**src/rtl/muldiv_issue_ctrl.sv**
```systemverilog
// muldiv_issue_ctrl: sequencer between EX and the multiply/divide unit.
// Latches one mult/div/madd/msub instruction, holds its operands steady while
// the unit runs, stalls the pipeline until done, and commits the result once.
module muldiv_issue_ctrl #(
  parameter int TIMEOUT = 32
) (
  input  logic        clk,
  input  logic        rst,
  input  logic        flush,
  input  logic        stall_in,
  input  logic        ex_valid,
  input  logic [5:0]  ex_funct,
  input  logic [31:0] ex_op1,
  input  logic [31:0] ex_op2,
  input  logic [31:0] hi_in,
  input  logic [31:0] lo_in,
  input  logic        md_done,
  input  logic [63:0] md_result,
  output logic [5:0]  md_funct,
  output logic [31:0] md_op1,
  output logic [31:0] md_op2,
  output logic [31:0] md_hi,
  output logic [31:0] md_lo,
  output logic        md_flush,
  output logic        stall_req,
  output logic        hilo_we,
  output logic [31:0] hi_wdata,
  output logic [31:0] lo_wdata,
  output logic        gpr_we,
  output logic [31:0] gpr_wdata,
  output logic        timeout_err
);

  // Decoded FUNCT_BUS codes; all nonzero so md_funct==0 unambiguously means idle.
  localparam logic [5:0] F_MUL   = 6'h02;
  localparam logic [5:0] F_MULT  = 6'h18;
  localparam logic [5:0] F_MULTU = 6'h19;
  localparam logic [5:0] F_DIV   = 6'h1A;
  localparam logic [5:0] F_DIVU  = 6'h1B;
  localparam logic [5:0] F_MADD  = 6'h1C;
  localparam logic [5:0] F_MADDU = 6'h1D;
  localparam logic [5:0] F_MSUB  = 6'h1E;
  localparam logic [5:0] F_MSUBU = 6'h1F;

  localparam int CW = $clog2(TIMEOUT + 1);

  typedef enum logic [1:0] {S_IDLE, S_BUSY, S_DONE} state_t;

  state_t        state, state_nx;
  logic [5:0]    funct_q;
  logic [31:0]   op1_q, op2_q, hi_q, lo_q;
  logic [63:0]   res_q;
  logic [CW-1:0] cnt_q;
  logic          is_md, launch, to_hit;

  // Recognise instructions that need the multiply/divide unit.
  always_comb begin
    is_md = 1'b0;
    case (ex_funct)
      F_MULT, F_MULTU, F_DIV, F_DIVU, F_MUL,
      F_MADD, F_MADDU, F_MSUB, F_MSUBU: is_md = 1'b1;
      default:                          is_md = 1'b0;
    endcase
  end

  assign launch = (state == S_IDLE) && ex_valid && is_md && !flush;
  assign to_hit = (state == S_BUSY) && !md_done && (cnt_q == CW'(TIMEOUT - 1));

  // State register.
  always_ff @(posedge clk or negedge rst) begin
    if (!rst) state <= S_IDLE;
    else      state <= state_nx;
  end

  // Next state and control outputs; flush overrides everything, and the
  // input-dependent outputs are forced low while reset is held.
  always_comb begin
    state_nx    = state;
    stall_req   = 1'b0;
    md_funct    = 6'd0;
    md_flush    = 1'b0;
    hilo_we     = 1'b0;
    gpr_we      = 1'b0;
    timeout_err = 1'b0;
    case (state)
      S_IDLE: begin
        if (launch) begin
          stall_req = 1'b1;
          state_nx  = S_BUSY;
        end
      end
      S_BUSY: begin
        stall_req = 1'b1;
        md_funct  = funct_q;
        if (md_done) begin
          state_nx = S_DONE;
        end else if (to_hit) begin
          timeout_err = 1'b1;
          md_flush    = 1'b1;
          state_nx    = S_DONE;
        end
      end
      S_DONE: begin
        if (!stall_in) begin
          state_nx = S_IDLE;
          if (funct_q == F_MUL) gpr_we  = 1'b1;
          else                  hilo_we = 1'b1;
        end
      end
      default: state_nx = S_IDLE;
    endcase
    if (flush) begin
      state_nx    = S_IDLE;
      stall_req   = 1'b0;
      md_flush    = 1'b1;
      hilo_we     = 1'b0;
      gpr_we      = 1'b0;
      timeout_err = 1'b0;
    end
    if (!rst) begin
      stall_req = 1'b0;
      md_flush  = 1'b0;
    end
  end

  // Operand latches, BUSY cycle counter and result capture.
  always_ff @(posedge clk or negedge rst) begin
    if (!rst) begin
      funct_q <= '0;
      op1_q   <= '0;
      op2_q   <= '0;
      hi_q    <= '0;
      lo_q    <= '0;
      res_q   <= '0;
      cnt_q   <= '0;
    end else begin
      if (launch) begin
        funct_q <= ex_funct;
        op1_q   <= ex_op1;
        op2_q   <= ex_op2;
        hi_q    <= hi_in;
        lo_q    <= lo_in;
        cnt_q   <= '0;
      end else if (state == S_BUSY) begin
        cnt_q <= cnt_q + CW'(1);
      end
      if (state == S_BUSY && !flush) begin
        if (md_done)     res_q <= md_result;
        else if (to_hit) res_q <= '0;
      end
    end
  end

  assign md_op1    = op1_q;
  assign md_op2    = op2_q;
  assign md_hi     = hi_q;
  assign md_lo     = lo_q;
  assign hi_wdata  = res_q[63:32];
  assign lo_wdata  = res_q[31:0];
  assign gpr_wdata = res_q[31:0];

endmodule
```
**config.mk**
```make
export PLATFORM = sky130hd
export DESIGN_NAME = muldiv_issue_ctrl
export DESIGN_NICKNAME = d
export VERILOG_FILES = /design/src/rtl/muldiv_issue_ctrl.sv
export SDC_FILE = /design/constraint.sdc
export NUM_CORES = 1
export LEC_CHECK = 0
export ABC_AREA = 1
export CAP_MARGIN = 30
export CORE_AREA = 5 5 169 171
export CTS_BUF_LIST = sky130_fd_sc_hd__clkbuf_8
export DETAILED_ROUTE_END_ITERATION = 10
export DIE_AREA = 0 0 174 176
export PLACE_DENSITY_LB_ADDON = 0.1
export SLEW_MARGIN = 20
export SYNTH_ARGS = -nofsm -noshare
export SYNTH_HDL_FRONTEND = slang
export SYNTH_SLANG_ARGS = --single-unit
```
**constraint.sdc**
```tcl
create_clock -name clk -period 1.5 [get_ports clk]
set_input_delay 0.3 -clock clk [delete_from_list [all_inputs] [get_ports clk]]
set_output_delay 0.3 -clock clk [all_outputs]
set_load 0.05 [all_outputs]
```
==> summary.md, run 1 <==
| Metric | Value |
|---|---|
| CORE AREA | 0.0267 mm² |
| Worst VDD drop | 0.000931 V |
| Crit end category | output port |
| Predominant post-synthesis flop cell | dfrtp_1 |
| Width of the chip | 174 µm |
| Critical Path RT | 1.20 ns |
| Syn Area/Cell | 8.78 µm² |
| Max-slew violation count | 0 |
| Critical path's slowest cell | dfrtp_1 |
| Fmax | between 400 and 500 MHz |
| Deepest clock path buffer count | 3 |
| Reg clk slew, reported paths | 0.06 ns |
| Placement row count | 60 |
| Layout cells sized above 1 | 0.334 |
| Synth Net Count | around 1200 |
| Layout area overhead | 107% |
| Clock Latency Late Sink | 0.52 ns |
| Most frequent CP cell | nor2_4 |
| Ys async rst share | 1.00 |
| # H-tree levels | 2 |
| Final worst slack | -0.582 ns |
| Failing checks | setup timing |
| Crit share post-route | 1.39 |
| Final setup vio count | 209 |
| R2R setup slack | -0.46 ns |
| Synth unique cells | 19 |
| Yosys reg bits | slightly above 200 |
| Slowest Stage Delay on Critical Path | 0.43 ns |
| Dominant cell by count in the synthesized netlist | nand2_1 |
| Remaining DRCs | 0 |
| YS warnings | 0 |
| Most frequent cells after synthesis | 414 x nand2_1, 206 x dfrtp_1, 137 x nand4_1, 74 x nand3_1, 41 x buf_2 |
| Die H | 176 µm |
| Num ports | about 440 |
| Post-Route WL | 37700 µm |
| CTS sink count | 206 |
| Number of global-route vias before repair | 8703 |
| Hold slack | approximately 0.32 ns |
| DRT antenna net count | 0 |
| PD cells | 1540 mW/mm² |
| Clock Root Buffer | clkbuf_8 |
| GRT Total Usage | 0.216 |
| First-pass GRT wire length | 52400 µm |
| RSZ-0062 raised after global routing | yes |
| Period minus WS final | 2.08 ns |
| Initial Util | 0.328 |
| Post-synth top area share | 0.587 |
| Final nets | about 1700 |
| Number of CTS-inserted buffers | 39 |
| Post-DP HPWL | 24800 µm |
| CTS tree | yes |
| PortBufs | 438 |
| Iteration-0 DRC Markers | 538 |
| Drt pass-1 iters | 5 |
| Routed length per instance | 20.5 µm |
| Worst clock skew | 0.0132 ns |
| Post-synthesis cell area | 0.00878 mm² |
| Top post-synthesis cells by area | dfrtp_1 59%, nand2_1 18%, nand4_1 9.8% |
| Cell Chain, Critical Path | nor2_4, nand2_2, nor2_4, nand3_4, a21oi_4, buf_12 |
| Crit path max fanout | 3 |
| Worst hold path class | input pin to flip-flop |
| Number of enable flip-flop cells after synthesis | 0 |
| Vias/cell | approximately 4.9 |
| Yosys top cell by area | dfrtp_1 |
| Worst path arrival time | around 1.8 ns |
| GRT overflow | 0 |
| Cells after synthesis | 1000 |
| Final GP Congestion | 0.822 |
| Final Hold Fails | 0 |
| Die ar. | 0.0306 mm² |
| Status | complete, but fails checks |
| Worst Max-Slew Pin Slew | 0.710 ns |
| Register area share after synthesis | 0.587 |
| CP startpoint kind | flip-flop |
| Power Total | 27.8 mW |
| Maxcap violations | 0 |
| Setup CP Type | flip-flop to output port |
| Initial antenna violation count | 5 |
| Slew HR | 0.527 |
| Via count | 9015 |
| Pleak | a little under 9 nW |
| Largest net degree at the start of global routing | roughly 120 |
==> worst paths after layout <==
check,start,endpoint,cells after the start
hold / removal,md_result[4],res_q[4],3
hold reg to reg,funct_q[2],funct_q[2],2
setup reg to reg,state[1],md_lo[4],13
setup / recovery,state[1],stall_req,6
max in group asynchronous,rst,md_hi[7],3
min in group asynchronous,rst,cnt_q[1],3
==> cells in the final DEF (no fill, tap or decap), drive strengths merged <==
cell,n
nand2,414
buf,318
dfrtp,206
clkdlybuf4s50,202
nand4,137
nand3,75
clkbuf,63
inv,43
nor2,24
diode,5
clkinv,2
a21oi,1
a21boi,1
nor3,1
xor2,1
or2,1
ha,1
bufbuf,1
dlygate4sd3,1
==> report_power, final <==
part           total [mW]  internal, mW  switching (mW)  leakage (nW)
clock                5.09          2.75            2.34         0.424
combinational        14.2          6.84            7.34          5.66
sequential           8.56          6.89            1.68          2.61
total                27.8          16.5            11.4          8.69
==> flip-flops by register name, summed over array words and instances, names as in the netlist <==
name / flops
cnt_q: 6
funct_q: 6
md_hi: 32
md_lo: 32
md_op1: 32
md_op2: 32
res_q: 64
state: 2
==> metal layers <==
layer,share of wire,up-vias,global-route usage
li1,-,4214,-
met1,0.39,4382,0.260
met2,0.50,359,0.368
met3,0.082,60,0.0713
met4,0.028,0,0.0696
met5,0,-,0
==> cell families (layout without fill, tap and decap cells) <==
logic type	count (synthesis)	in the layout	synth area share
buffers and inverters	138	630	0.0785
other	0	5	0
adder cells (fa/ha/maj)	1	1	0.00143
AND/OR/NAND/NOR	652	652	0.330
AO/OA/AOI/OAI	2	2	0.00143
XOR/XNOR	1	1	0.000998
flip-flops	206	206	0.587
==> per-stage QoR <==
stage	setup slack, ns	cells	instance area (µm²)	TNS (ns)	util
after floorplan	-0.165	1000	8810	-1.23	-
after global placement	-0.491	1723	16100	-77.28	0.601
after detailed placement	-0.476	1723	16100	-75.03	0.601
after CTS	-0.604	1793	17000	-7.49	0.635
after global routing	-0.655	1838	18100	-99.78	0.679
final	-0.582	1838	18100	-83.36	0.679
==> area by class of cell <==
type / instances / area, µm²
fillers: 2018 / 8590
inverters: 27 / 114
clock inverters: 18 / 70.1
diodes: 5 / 12.5
well taps: 341 / 427
repair buffers: 539 / 8310
multi-input cells: 656 / 3390
flip-flops and latches: 206 / 5180
clock buffers: 46 / 633
==> critical path: cells and delay by family (launching register included) <==
| family | cells | cell delay (ns) |
|---|---|---|
| AO/OA/AOI/OAI | 1 | 0.17 |
| flip-flops | 1 | 0.43 |
| AND/OR/NAND/NOR | 4 | 0.51 |
| buffers and inverters | 1 | 0.15 |
==> repair_timing <==
item / CTS / global route
hold buffers: 1 / 0
pin swaps: 5 / 67
gates cloned: 2 / 21
endpoints found under the setup margin: 146 / 236
hold endpoints to repair: 206 / 0
setup buffers: 3 / 19
resized for setup: 35 / 131
Power figures use the tool's default switching activity.
==> inputs of run 2 (changes only) <==
Settings changed: CTS_CLUSTER_DIAMETER set to 100, CTS_CLUSTER_SIZE set to 28.
==> run 2 against run 1 <==
Against the previous run:
- the flow still finishes with violations (setup timing)
- final cell count is 3.0% lower
- highest routed layer unchanged
- sequential cell count stayed put
- register-to-register slack better by 0.16 ns
- sequential share of layout area is 1.2 points higher
- largest power group unchanged
- critical path depth stayed put
- non-clock buffer count is 4 lower
==> summary.md, run 2 (synthesized netlist as in run 1, its figures left out) <==
| Metric | Value |
|---|---|
| Vias/cell | 4.94 |
| Hold slack | about 0.29 ns |
| Number of CTS-inserted buffers | 11 |
| Max-slew violation count | 0 |
| Fin util | 0.654 |
| Layout cells sized above 1 | 0.313 |
| Die ar. | 0.0306 mm² |
| Initial antenna violation count | 3 |
| Drt pass-1 iters | 4 |
| Die H | 176 µm |
| Initial Util | 0.328 |
| Reg area | 0.00520 mm² |
| Remaining DRCs | 0 |
| CTS sink count | 206 |
| Crit share post-route | 1.40 |
| CP startpoint kind | flip-flop |
| Worst clock skew | about 0.022 ns |
| Deepest clock path buffer count | 3 |
| Clock Latency Late Sink | 0.53 ns |
| Placement row count | 60 |
| Period minus WS final | 2.10 ns |
| Final instance area | 0.0175 mm² |
| Critical Path RT | ~1.2 ns |
| Num ports | 439 |
| Post-Route WL | ~37000 µm |
| Maxcap violations | 0 |
| GRT overflow | 0 |
| Delay-heaviest family, CP | flip-flops |
| Commonest cells after routing, fill and taps aside | 404 x nand2_1, 260 x buf_12, 202 x clkdlybuf4s50_1, 172 x dfrtp_1, 137 x nand4_1 |
| Slew HR | 0.535 |
| Setup WS pre-CTS | -0.476 ns |
| Crit end category | output port |
| Final worst slack | -0.605 ns |
| Critical path's slowest cell | dfrtp_2 |
| Most common cell after layout, fill and taps aside | nand2_1 |
| Power Total | 25.3 mW |
| Largest reg by FF count | res_q |
| PortBufs | roughly 440 |
| Final setup vio count | between 200 and 250 |
| Slowest Stage Delay on Critical Path | 0.48 ns |
| Post-DP HPWL | about 25000 µm |
| Worst Max-Slew Pin Slew | 0.698 ns |
| First-pass GRT wire length | 52800 µm |
| PD cells | 1440 mW/mm² |
| Worst path bufs/invs | 1 |
| Status | complete, but fails checks |
| Number of global-route vias before repair | around 8600 |
| Layout area overhead | 99.2% |
| Area after DPL | 0.0161 mm² |
| Final nets | 1642 |
| Area of the multi-input gates | 0.00326 mm² |
| Filler Cell Count | 2072 |
| Fmax | 475 MHz |
| CTS tree | yes |
| Via count | a little under 9000 |
| Final Hold Fails | 0 |
| Setup CP Type | flip-flop to output port |
| GRT Total Usage | 0.218 |
| Clock Root Buffer | clkbuf_8 |
| CORE AREA | 0.0267 mm² |
| Pleak | 8.29 nW |
| DRT antenna net count | 0 |
| Worst hold path class | input pin to flip-flop |
| Largest net degree at the start of global routing | 117 |
| # H-tree levels | 1 |
| Final GP Congestion | 0.822 |
| Failing checks | setup timing |
| Crit path max fanout | 3 |
| Reg clk slew, reported paths | 0.17 ns |
| Cell Chain, Critical Path | nor2_2, nand2_2, nor2_4, nand3_4, a21oi_4, buf_12 |
| Worst VDD drop | 0.000847 V |
| Worst path arrival time | between 1.5 and 2 ns |
| Iteration-0 DRC Markers | 511 |
| RSZ-0062 raised after global routing | yes |
| Largest register FFs | 64 |
| Width of the chip | 174 µm |
| Routed length per instance | 20.7 µm |
[run 2: cell count changes in the layout (fill, tap and decap cells not counted), sizes merged]
| cell | previous run | this run |
|---|---|---|
| inv | 43 | 28 |
| buf | 318 | 316 |
| diode | 5 | 3 |
| clkbuf | 63 | 26 |
[run 2: per-layer routing]
| layer | global-route usage | part of all wire | up-vias |
|---|---|---|---|
| met4 | 0.0551 | 0.026 | 0 |
| met5 | 0 | 0 | - |
| met3 | 0.0580 | 0.070 | 41 |
| li1 | - | - | 4129 |
| met2 | 0.380 | 0.51 | 320 |
| met1 | 0.271 | 0.40 | 4308 |
[run 2: area by class of cell]
class / count / share of cell area
Timing Repair Buffer: 535 / 0.475
Tap cell: 341 / 0.0244
Multi-Input combinational cell: 656 / 0.186
Clock buffer: 11 / 0.00866
Inverter: 27 / 0.00651
Antenna cell: 3 / 0.000429
Clock inverter: 3 / 0.00165
Sequential cell: 206 / 0.297
[run 2: path summary, 6_finish.rpt]
kind / from / endpoint / slack (ns) / depth (start not counted)
max: state[0] / stall_req / -0.60 / 6
min: md_result[60] / res_q[60] / 0.29 / 3
max reg2reg: state[0] / md_lo[10] / -0.30 / 12
min reg2reg: funct_q[2] / funct_q[2] / 0.50 / 2
max in group asynchronous: rst / res_q[1] / 0.38 / 3
min in group asynchronous: rst / state[1] / 0.50 / 3
[run 2: stage by stage]
step / setup TNS (ns) / instances
after floorplan: -1.23 / 1000
after global placement: -77.28 / 1723
after detailed placement: -75.03 / 1723
after CTS: -13.95 / 1753
after global routing: -69.53 / 1782
final: -50.44 / 1782
[run 2: what timing repair did]
action,CTS,global route
buffers inserted,8,12
pin swaps,12,43
hold endpoints to repair,206,0
hold buffers,1,0
endpoints found under the setup margin,200,306
resized for setup,105,51
gates cloned,7,17
[run 2: worst reg2reg max path, delay by kind of cell, from the launching register on]
| kind | cells | cell delay (ns) |
|---|---|---|
| simple gates | 5 | 0.51 |
| buf+inv | 7 | 0.79 |
| flops | 1 | 0.48 |
[run 2: where the power goes]
part | internal (mW) | switching, mW
combinational | 6.86 | 7.36
sequential | 6.88 | 1.63
clock | 0.714 | 1.82
==> inputs of run 3 (changes only) <==
Settings changed: CORE_AREA 5 5 169 171 to 5 5 166 168, DIE_AREA 0 0 174 176 to 0 0 171 173, PLACE_DENSITY set to 0.81, PLACE_DENSITY_LB_ADDON 0.1 to not set.
==> run 3 against run 2 <==
Against the previous run:
- the flow still finishes with violations (setup timing)
- sequential share of layout area up 0.75 points
- utilization increased by 0.27 points
- via count up 0.83%
- clock skew decreased by 0.0030 ns
- first-iteration DRC count is 23% higher
- count of clock-buffer cells in the layout did not move
- critical path depth stayed put
==> summary.md, run 3 (synthesized netlist as in run 1, its figures left out) <==
| Metric | Value |
|---|---|
| Status | complete, but fails checks |
| Failing checks | setup timing |
| Worst clock skew | ~0.019 ns |
| Post-Route WL | 35000 µm |
| Most common cell after layout, fill and taps aside | nand2_1 |
| PD cells | 1470 mW/mm² |
| Critical Path RT | roughly 1.2 ns |
| Commonest cells after routing, fill and taps aside | 403 x nand2_1, 251 x buf_12, 204 x dfrtp_1, 202 x clkdlybuf4s50_1, 137 x nand4_1 |
| Power Total | 24.9 mW |
| Area after DPL | between 0.015 and 0.02 mm² |
| Die H | 173 µm |
| Final instance area | 0.0169 mm² |
| Worst hold path class | input pin to flip-flop |
| RSZ-0062 raised after global routing | yes |
| Most frequent CP cell | nor2_4 |
| Fmax | between 400 and 500 MHz |
| First-pass GRT wire length | about 52000 µm |
| Final Hold Fails | 0 |
| Crit end category | output port |
| GRT overflow | 0 |
| Maxcap violations | 0 |
| Placement row count | 59 |
| Width of the chip | between 150 and 200 µm |
| Clock Root Buffer | clkbuf_8 |
| R2R setup slack | -0.27 ns |
| Worst path arrival time | 1.79 ns |
| Worst Max-Slew Pin Slew | 0.598 ns |
| # H-tree levels | 1 |
| Post-DP HPWL | 26500 µm |
| Worst VDD drop | 0.00126 V |
| Num ports | 439 |
| GRT Total Usage | 0.222 |
| Layout area overhead | 92.8% |
| Pleak | 8.16 nW |
| Initial antenna violation count | 1 |
| Deepest clock path buffer count | 3 |
| Largest register FFs | 64 |
| Clock Latency Late Sink | 0.51 ns |
| Drt pass-1 iters | 5 |
| Die ar. | 0.0296 mm² |
| Via count | slightly below 9000 |
| CTS sink count | approximately 210 |
| Crit share post-route | 1.39 |
| Setup CP Type | flip-flop to output port |
| Routed length per instance | 19.7 µm |
| Slowest Stage Delay on Critical Path | 0.46 ns |
| Period minus WS final | about 2.1 ns |
| DRT antenna net count | 0 |
| CORE AREA | 0.0258 mm² |
| Critical path's slowest cell | dfrtp_1 |
| Max-slew violation count | 0 |
| Number of CTS-inserted buffers | 11 |
| CP startpoint kind | flip-flop |
| Remaining DRCs | 0 |
| Crit path max fanout | 2 |
| Final nets | about 1600 |
| Layout cells sized above 1 | 0.277 |
| Filler Cell Count | 1814 |
| Worst path bufs/invs | 1 |
| Delay-heaviest family, CP | simple AND/OR/NAND/NOR gates |
| Largest reg by FF count | res_q |
| Number of global-route vias before repair | 9228 |
| Slew HR | 0.602 |
| Largest net degree at the start of global routing | 98 |
| Reg clk slew, reported paths | 0.17 ns |
| Final setup vio count | 245 |
| Final GP Congestion | 0.891 |
| Vias/cell | 5.00 |
| Final worst slack | -0.587 ns |
| Iteration-0 DRC Markers | 630 |
| Initial Util | 0.341 |
| PortBufs | between 400 and 500 |
| CTS tree | yes |
| Cell Chain, Critical Path | nor2_4, nand2_2, nor2_4, nand3_4, a21oi_4, buf_12 |
[run 3: timing repair]
action	4_1_cts	5_1_grt
setup endpoints to repair	280	283
pin swaps	11	12
gates cloned	2	8
hold buffers	1	1
buffers inserted	10	3
hold endpoints to repair	206	193
resized for setup	49	41
[run 3: per-layer routing]
metal	wire, µm	vias to the layer above	global-route usage
li1	-	4129	-
met1	12800	4237	0.257
met2	17900	406	0.390
met3	2560	99	0.0484
met4	1690	0	0.100
met5	0	-	0
[run 3: layout make-up]
cell class	instances	area (µm²)	area share
Sequential cell	206	5160	0.305
Clock inverter	2	25.0	0.00148
Clock buffer	11	151	0.00894
Inverter	27	109	0.00643
Multi-Input combinational cell	656	3150	0.186
Antenna cell	1	2.50	0.000148
Timing Repair Buffer	537	7920	0.468
Tap cell	335	419	0.0248
[run 3: path summary, 6_finish.rpt]
check                              to           from  cells past startpoint
setup / recovery            stall_req       state[1]                      6
hold / removal              res_q[20]  md_result[20]                      3
setup reg to reg            md_hi[29]       state[1]                     10
hold reg to reg            funct_q[2]     funct_q[2]                      2
max in group asynchronous    res_q[1]            rst                      3
min in group asynchronous  funct_q[3]            rst                      3
[run 3: power breakdown]
part / internal (mW) / switching [mW]
logic: 6.63 / 7.28
clock network: 0.714 / 1.74
registers: 6.83 / 1.73
total: 14.2 / 10.7
[run 3: worst min-delay path, cell delays in order]
cell,delay [ns]
clkdlybuf4s50_1,0.39
nand2_1,0.06
nand2_1,0.04
[run 3: through the flow]
stage / cells / setup WS (ns) / hold slack, ns / setup TNS, ns / utilization
3_3_place_gp: 1737 / -0.426 / 0.325 / -66.70 / 0.624
2_1_floorplan: 1000 / -0.165 / 0.00441 / -1.23 / -
6_report: 1775 / -0.587 / 0.297 / -47.72 / 0.657
4_1_cts: 1763 / -0.642 / -0.117 / -39.27 / 0.643
5_1_grt: 1775 / -0.703 / 0.274 / -72.35 / 0.657
3_5_place_dp: 1737 / -0.448 / 0.330 / -71.99 / 0.624
